File: src/rtl/output_unit.sv
// Frame de-serialiser: buffers one 64-point frame (8 row beats x 8 lanes) and streams it out one complex sample per handshake.
// Latency: first dout_valid in the cycle after the 8th accepted row beat; 72 cycles/frame at full throughput.
// Backpressure: in_ready low while sending (beats offered then are dropped and flag overflow); dout_valid holds until handshake.
//
// Ports:
//   clk, rst                 clock, asynchronous active-high reset
//   din_valid, dinre, dinim  row beat input, lane k at bits [DW*k +: DW]
//   in_ready                 high when a row beat can be accepted
//   dout_valid, dout_ready   output sample handshake
//   doutre, doutim           current output sample (0 when not valid)
//   dout_index, dout_last    output position n and end-of-frame marker
//   overflow                 sticky flag: row beat offered while sending
module output_unit #(
  parameter int DW     = 10,
  parameter bit BITREV = 1'b0
) (
  input  logic            clk,
  input  logic            rst,
  input  logic            din_valid,
  input  logic [8*DW-1:0] dinre,
  input  logic [8*DW-1:0] dinim,
  output logic            in_ready,
  output logic            dout_valid,
  input  logic            dout_ready,
  output logic [DW-1:0]   doutre,
  output logic [DW-1:0]   doutim,
  output logic [5:0]      dout_index,
  output logic            dout_last,
  output logic            overflow
);

  localparam logic [1:0] S_IDLE = 2'd0;
  localparam logic [1:0] S_LOAD = 2'd1;
  localparam logic [1:0] S_SEND = 2'd2;

  logic [1:0]      r_state;
  logic [2:0]      r_row;
  logic [5:0]      r_idx;
  logic            r_ovf;
  logic [2*DW-1:0] r_buf [0:63];

  logic            w_sending;
  logic            w_accept;
  logic [2:0]      w_wr_row;
  logic [5:0]      w_addr;
  logic [2*DW-1:0] w_rd;

  function automatic logic [5:0] bitrev6(input logic [5:0] a);
    logic [5:0] r;
    for (int b = 0; b < 6; b++) begin
      r[b] = a[5-b];
    end
    return r;
  endfunction

  assign w_sending = (r_state == S_SEND);
  assign w_accept  = din_valid & ~w_sending;
  // In IDLE the counter is already 0, but selecting row 0 explicitly keeps the
  // first beat correct even if the counter were ever left non-zero.
  assign w_wr_row  = (r_state == S_IDLE) ? 3'd0 : r_row;
  assign w_addr    = BITREV ? bitrev6(r_idx) : r_idx;
  assign w_rd      = r_buf[w_addr];

  // Control FSM: row counter during load, index counter during send.
  always_ff @(posedge clk or posedge rst) begin
    if (rst) begin
      r_state <= S_IDLE;
      r_row   <= 3'd0;
      r_idx   <= 6'd0;
    end else begin
      case (r_state)
        S_IDLE: begin
          if (din_valid) begin
            r_row   <= 3'd1;
            r_state <= S_LOAD;
          end
        end
        S_LOAD: begin
          if (din_valid) begin
            if (r_row == 3'd7) begin
              r_row   <= 3'd0;
              r_state <= S_SEND;
            end else begin
              r_row <= r_row + 3'd1;
            end
          end
        end
        S_SEND: begin
          if (dout_ready) begin
            if (r_idx == 6'd63) begin
              r_idx   <= 6'd0;
              r_state <= S_IDLE;
            end else begin
              r_idx <= r_idx + 6'd1;
            end
          end
        end
        default: begin
          r_state <= S_IDLE;
          r_row   <= 3'd0;
          r_idx   <= 6'd0;
        end
      endcase
    end
  end

  // Sticky overflow: any beat offered while sending is dropped and recorded.
  always_ff @(posedge clk or posedge rst) begin
    if (rst) begin
      r_ovf <= 1'b0;
    end else if (din_valid && w_sending) begin
      r_ovf <= 1'b1;
    end
  end

  // Frame buffer: entry e = 8*k + r holds lane k of row beat r, stored {im, re}.
  // Each entry is written only when its row is the one being loaded.
  for (genvar e = 0; e < 64; e++) begin : g_buf
    localparam int LANE = e / 8;
    localparam logic [2:0] ROW = 3'(e % 8);
    always_ff @(posedge clk or posedge rst) begin
      if (rst) begin
        r_buf[e] <= '0;
      end else if (w_accept && (w_wr_row == ROW)) begin
        r_buf[e] <= {dinim[DW*LANE +: DW], dinre[DW*LANE +: DW]};
      end
    end
  end

  assign in_ready   = ~w_sending;
  assign dout_valid = w_sending;
  // Data is gated so the bus reads 0 outside a frame rather than stale buffer contents.
  assign doutre     = w_sending ? w_rd[DW-1:0]    : '0;
  assign doutim     = w_sending ? w_rd[2*DW-1:DW] : '0;
  assign dout_index = r_idx;
  assign dout_last  = w_sending & (r_idx == 6'd63);
  assign overflow   = r_ovf;

endmodule
File: config.mk
export PLATFORM = sky130hd
export DESIGN_NAME = output_unit
export DESIGN_NICKNAME = d
export VERILOG_FILES = /design/src/rtl/output_unit.sv
export SDC_FILE = /design/constraint.sdc
export NUM_CORES = 2
export LEC_CHECK = 0
export BUFFER_PORTS_ARGS = -buffer_cell sky130_fd_sc_hd__clkbuf_2
export CAP_MARGIN = 40
export CORE_MARGIN = 5
export CORE_UTILIZATION = 56
export CTS_CLUSTER_SIZE = 20
export DETAILED_ROUTE_END_ITERATION = 6
export PLACE_DENSITY = 0.76
export SKIP_CTS_REPAIR_TIMING = 1
export SYNTH_ARGS = -nofsm -noshare
export SYNTH_HDL_FRONTEND = slang
export SYNTH_SLANG_ARGS = --single-unit
export TNS_END_PERCENT = 20
File: constraint.sdc
create_clock -name clk -period 47.6 [get_ports clk]
set_clock_uncertainty 0.05 [all_clocks]
set_input_delay 9.52 -clock clk [delete_from_list [all_inputs] [get_ports clk]]
set_output_delay 9.52 -clock clk [all_outputs]
set_load 0.05 [all_outputs]
* Word-level counts from Yosys, hierarchy flattened *
Cells that the tools add are included.

storage, ports and cells
  register bits = 1,292
  input port bits = 164
  logic and storage cells = 126

operators by class
  $add $sub $neg = 2
  $lt $le $gt $ge = 1
  equality and inequality tests = 16
  mux-type cells = 19
  bitwise logic cells = 5
  reduce and logical (&&, ||, !) cells = 15

operator list
  kind                                                             number
  20-bit binary-select mux with 6-bit select                       1
  20-bit two-way mux                                               2
  10-bit two-way mux                                               2
  3-bit == test, second input constant                             5
  3-bit two-way mux                                                4
  6-bit two-way mux                                                2
  6-bit one-hot mux with 2 select lines                            1
  2-bit two-way mux                                                5
  1-bit logical AND                                                9
  3-bit one-hot mux with 3 select lines                            1
  2-bit inequality test, second input constant                     4
  7-bit greater-or-equal comparator, second input constant         1
  6-bit inverter with 7-bit output                                 1
  6-bit by 1-bit adder with 6-bit output, second input constant    1
  3-bit by 2-bit == test with 1-bit output, second input constant  2
  6-bit == test, second input constant                             1
  2-bit one-hot mux with 3 select lines                            1
  5-bit AND reduction                                              1
  3-bit by 1-bit adder with 3-bit output, second input constant    1
  3-bit by 1-bit == test with 1-bit output, second input constant  1
  3-bit logical NOT                                                1
  3-bit AND reduction                                              1
  1-bit bitwise AND                                                2
  2-bit by 1-bit == test with 1-bit output, second input constant  1
  6 further kinds                                                  7

* Logic depth before layout (Yosys ltp) *
  depth in word-level cells = 5
  gate-level depth with buffers = 9

* Worst setup path before layout *
No wires, ideal clock.

  kind = reg2out
  start = register r_state[0]
  end = output doutim[8]
  arrival = 2.857 ns
  required time = 38.030 ns
  setup slack = 35.173 ns
  cell stages (with the launch flop) = 8
  path buffers = 2
  path through = dfrtp_1 buf_2 nor2_2 inv_2 nor2_1 buf_2 o21ai_0 o22ai_1

between the ends
  word-level cells in the longest chain between the ends = 2

RTL lines
  item                    line  RTL
  from (decl)             36    logic [1:0] r_state;
  from (signal assigned)  67    r_state <= S_IDLE;
  from (signal assigned)  75    r_state <= S_LOAD;
  from (signal assigned)  82    r_state <= S_SEND;
  2-bit == test           56    assign w_sending = (r_state == S_SEND);
  named net dout_valid    23    output logic dout_valid,
  10-bit two-way mux      134   assign doutim = w_sending ? w_rd[2*DW-1:DW] : '0;
  to (decl)               26    output logic [DW-1:0] doutim,

The timed path passes the listed nets, and every way through them passes these cells.

* Worst setup path in the final report *
  start = register r_idx[0] (netlist: dout_index[0])
  end = output doutim[6]

between the ends
  word-level cells in the longest chain between the ends = 5

RTL lines
  item                                                    line  RTL
  from (decl)                                             38    logic [5:0] r_idx;
  from (signal assigned)                                  94    r_idx <= r_idx + 6'd1;
  6-bit inverter with 7-bit output (not written as such)  62    assign w_rd = r_buf[w_addr];
  20-bit binary-select mux with 6-bit select              62
  20-bit two-way mux (not written as such) (2 in series)  62
  10-bit two-way mux                                      134

Every way passes these cells. The select of a mux whose other input is x is not followed.

==> results by group <==
Setup path
  – CP Launch Type: flip-flop
  – Type of element capturing the critical path: output pin
  – Worst endpoint data arrival time: 6.46 ns
  – Capturing point of the worst reg2reg path: r_buf[490]
  – Worst r2r src: r_state[0]
  – Reg2reg path depth: 6
  – Internal reg-to-reg setup slack: 43.97 ns
  – Worst endpoint required time: 38.03 ns
  – Critical-path maximum fanout: 107
  – Type of the worst setup path: reg -> out

Layout
  – Total Nets Final: 4029
  – Most frequent cells in the layout: sky130_fd_sc_hd__mux2_2 (1302), sky130_fd_sc_hd__dfrtp_1 (1287), sky130_fd_sc_hd__mux2i_1 (248)
  – Fillers: 7576
  – Layout Area Growth over Synthesis: 11.84%
  – Share of final-layout standard cells stronger than drive strength 1: 0.5097
  – Non-filler cells in the finished layout: between 5k and 6k
  – Most common cell after layout, fill and taps aside: sky130_fd_sc_hd__mux2_2

Yosys
  – Share of flip-flops with an asynchronous set or reset: 1.000
  – Synth Flop Type: sky130_fd_sc_hd__dfrtp_1
  – Syn Nets: 3888
  – Average size of a mapped cell: 15.69 um^2
  – Yosys synthesis warning count: 0
  – Number of instances in the synthesized netlist: 3721
  – Flops & latches, synth: 1292
  – Number of distinct library cell variants in the gate-level netlist after synthesis: 43
  – Sequential-to-total area share from yosys stat: 0.5539
  – Area of the mapped netlist: 58370 um^2
  – Number of enable flip-flop cells after synthesis: 0

Global route
  – Via count of the first global-routing pass: approximately 36k
  – Gr usage total: 0.2692
  – Pin count of the biggest net entering global routing: 183
  – Number of antenna violations at the first check in global routing: 18
  – Remaining global-route overflow: 0
  – First-pass GRT wire length: about 230000 um

Floorplanning
  – Starting density of the core: 0.5640
  – Num rows: 118
  – I/O pin cnt: 194
  – Die width: between 300 and 400 um
  – Die Footprint: 110800 um^2
  – Placeable core area: around 100000 um^2
  – Die height: 332.8 um

Clocking
  – Clk sinks: about 1.3k
  – Buffer cell driving the clock tree root: sky130_fd_sc_hd__clkbuf_16
  – # H-tree levels: 4
  – Insertion delay to the later sink of the worst-skew pair: 0.74 ns
  – Clk slew on worst S/H paths: 0.06 ns
  – Maximum buffer depth of the clock tree: 3
  – Total CTS buffers: ~140
  – Clock tree from TritonCTS: done

STA
  – Hold WS: 0.4056 ns
  – Max frequency: just over 60 MHz
  – Relative max-transition margin: 0.2851
  – Final-report setup violation count: 0
  – Time the final worst path needs with I/O delays and setup: 16.03 ns
  – Number of max-slew violations in the final report: 0
  – Sum of negative setup slack: 0 ns
  – Number of failing hold endpoints at the final stage: 0
  – Final critical-path share of the clock period: 0.3368
  – Setup repair after global routing missed its margin: false
  – Transition time of the tightest slew-check pin: 1.072 ns

Routing
  – WL/cell: 27.68 um
  – Vias post-DR: 33.99k
  – Ratio of routed vias to standard cells: 6.345
  – First-pass iteration count of the detailed router: 5
  – Residual DRC count: 0
  – Wirelength, routed: 148300 um
  – Remaining number of nets flagged by the antenna check after routing: 0
  – First-iteration detailed-routing DRC count: 2544

Placement
  – DP HPWL: roughly 88000 um
  – Quantity of I/O buffers inserted on ports: 193
  – Dpl cells: 5105
  – GPL Wtd Cong: a little under 0.8

Min path
  – Hold worst-path end: overflow
  – HP Start: overflow
  – Class of the most critical hold timing path: reg -> reg
  – WHS Path Cells: 1

Power
  – Power Dens Cells: 63.87 nW/um^2
  – Leakage power summed over all cells: 27.40 nW
  – IR drop worst, VDD: 38.19 uV

Flow run
  – Count of max-cap constraint violations: 0

Status
  – Outcome: complete, no violations
-- how the worst max path moves through the flow --
stage	endpoint	from	slack [ns]
final	doutim[6]	dout_index[0]	31.57
after global routing	doutim[6]	dout_index[0]	31.36
after CTS	doutim[6]	dout_index[0]	31.66
after floorplan	dout_index[0]	rst	1.61
after global placement	doutim[6]	dout_index[0]	32.11
after detailed placement	doutim[6]	dout_index[0]	32.50
-- flip-flops by register name (all words and copies together), names as in the netlist --
| register | count |
|---|---|
| dout_index | 6 |
| overflow | 1 |
| r_buf | 1280 |
| r_row | 3 |
| r_state | 2 |
-- metrics by stage --
stage | power (W) | utilization | instance area [um^2] | setup WS [ns]
floorplan | 0.002848 | - | 58370 | 1.615
global placement | 0.003038 | 0.5815 | 60190 | 32.11
detailed placement | 0.003122 | 0.5871 | 60760 | 32.50
CTS | 0.004190 | 0.6304 | 65250 | 31.66
global route | 0.004391 | 0.6306 | 65260 | 31.36
finish | 0.004169 | 0.6307 | 65280 | 31.57
-- synthesized netlist by cell type, types with 34 or more instances --
master | n | area, um^2
sky130_fd_sc_hd__buf_2 | 162 | 810.8
sky130_fd_sc_hd__dfrtp_1 | 1292 | 32330
sky130_fd_sc_hd__o21ai_0 | 53 | 265.3
sky130_fd_sc_hd__mux2_2 | 1302 | 14660
sky130_fd_sc_hd__nor2_1 | 34 | 127.6
sky130_fd_sc_hd__clkbuf_1 | 46 | 172.7
sky130_fd_sc_hd__mux4_2 | 214 | 4820
sky130_fd_sc_hd__o221ai_1 | 39 | 341.6
sky130_fd_sc_hd__o22ai_1 | 51 | 319.1
sky130_fd_sc_hd__mux2i_1 | 248 | 2482
-- metal layers --
metal | vias to the layer above | GRT usage | wire [um]
li1 | 14340 | - | -
met1 | 18480 | 0.3853 | 64400
met2 | 953 | 0.4250 | 70550
met3 | 212 | 0.06027 | 10160
met4 | 8 | 0.06958 | 3147
met5 | - | 0 | 55
-- cell type report --
type | count | area (um^2) | area share
Antenna cell | 13 | 32.53 | 0.0004983
Clock buffer | 212 | 4177 | 0.06398
Clock inverter | 28 | 311.5 | 0.004772
Inverter | 5 | 27.53 | 0.0004217
Multi-Input combinational cell | 2150 | 24560 | 0.3762
Sequential cell | 1292 | 32350 | 0.4956
Tap cell | 1380 | 1727 | 0.02645
Timing Repair Buffer | 278 | 2096 | 0.03210
-- critical path, cell delays in order, from the launching register on --
cell                       delay, ns
sky130_fd_sc_hd__dfrtp_4        0.68
sky130_fd_sc_hd__buf_12         0.54
sky130_fd_sc_hd__buf_4          0.51
sky130_fd_sc_hd__buf_4          0.66
sky130_fd_sc_hd__buf_4          0.72
sky130_fd_sc_hd__mux4_2         0.58
sky130_fd_sc_hd__a211o_1        0.29
sky130_fd_sc_hd__o21ai_0        0.72
sky130_fd_sc_hd__o22ai_1        0.31
sky130_fd_sc_hd__clkbuf_2       0.33
-- where the power goes --
part           internal, W  total [W]  switching [W]
logic             0.000739    0.00119       0.000450
clock network     0.000624    0.00106       0.000433
registers          0.00165    0.00192       0.000277
-- cells by family after synthesis --
group / after synthesis / share of synthesized area
AND/OR/NAND/NOR: 97 / 0.007460
multiplexers: 1767 / 0.3777
AO/OA/AOI/OAI: 283 / 0.03370
adder cells (fa/ha/maj): 3 / 0.0006432
flip-flops: 1292 / 0.5539
buffers and inverters: 279 / 0.02662
Note: power is estimated with default switching activity, not from simulation.
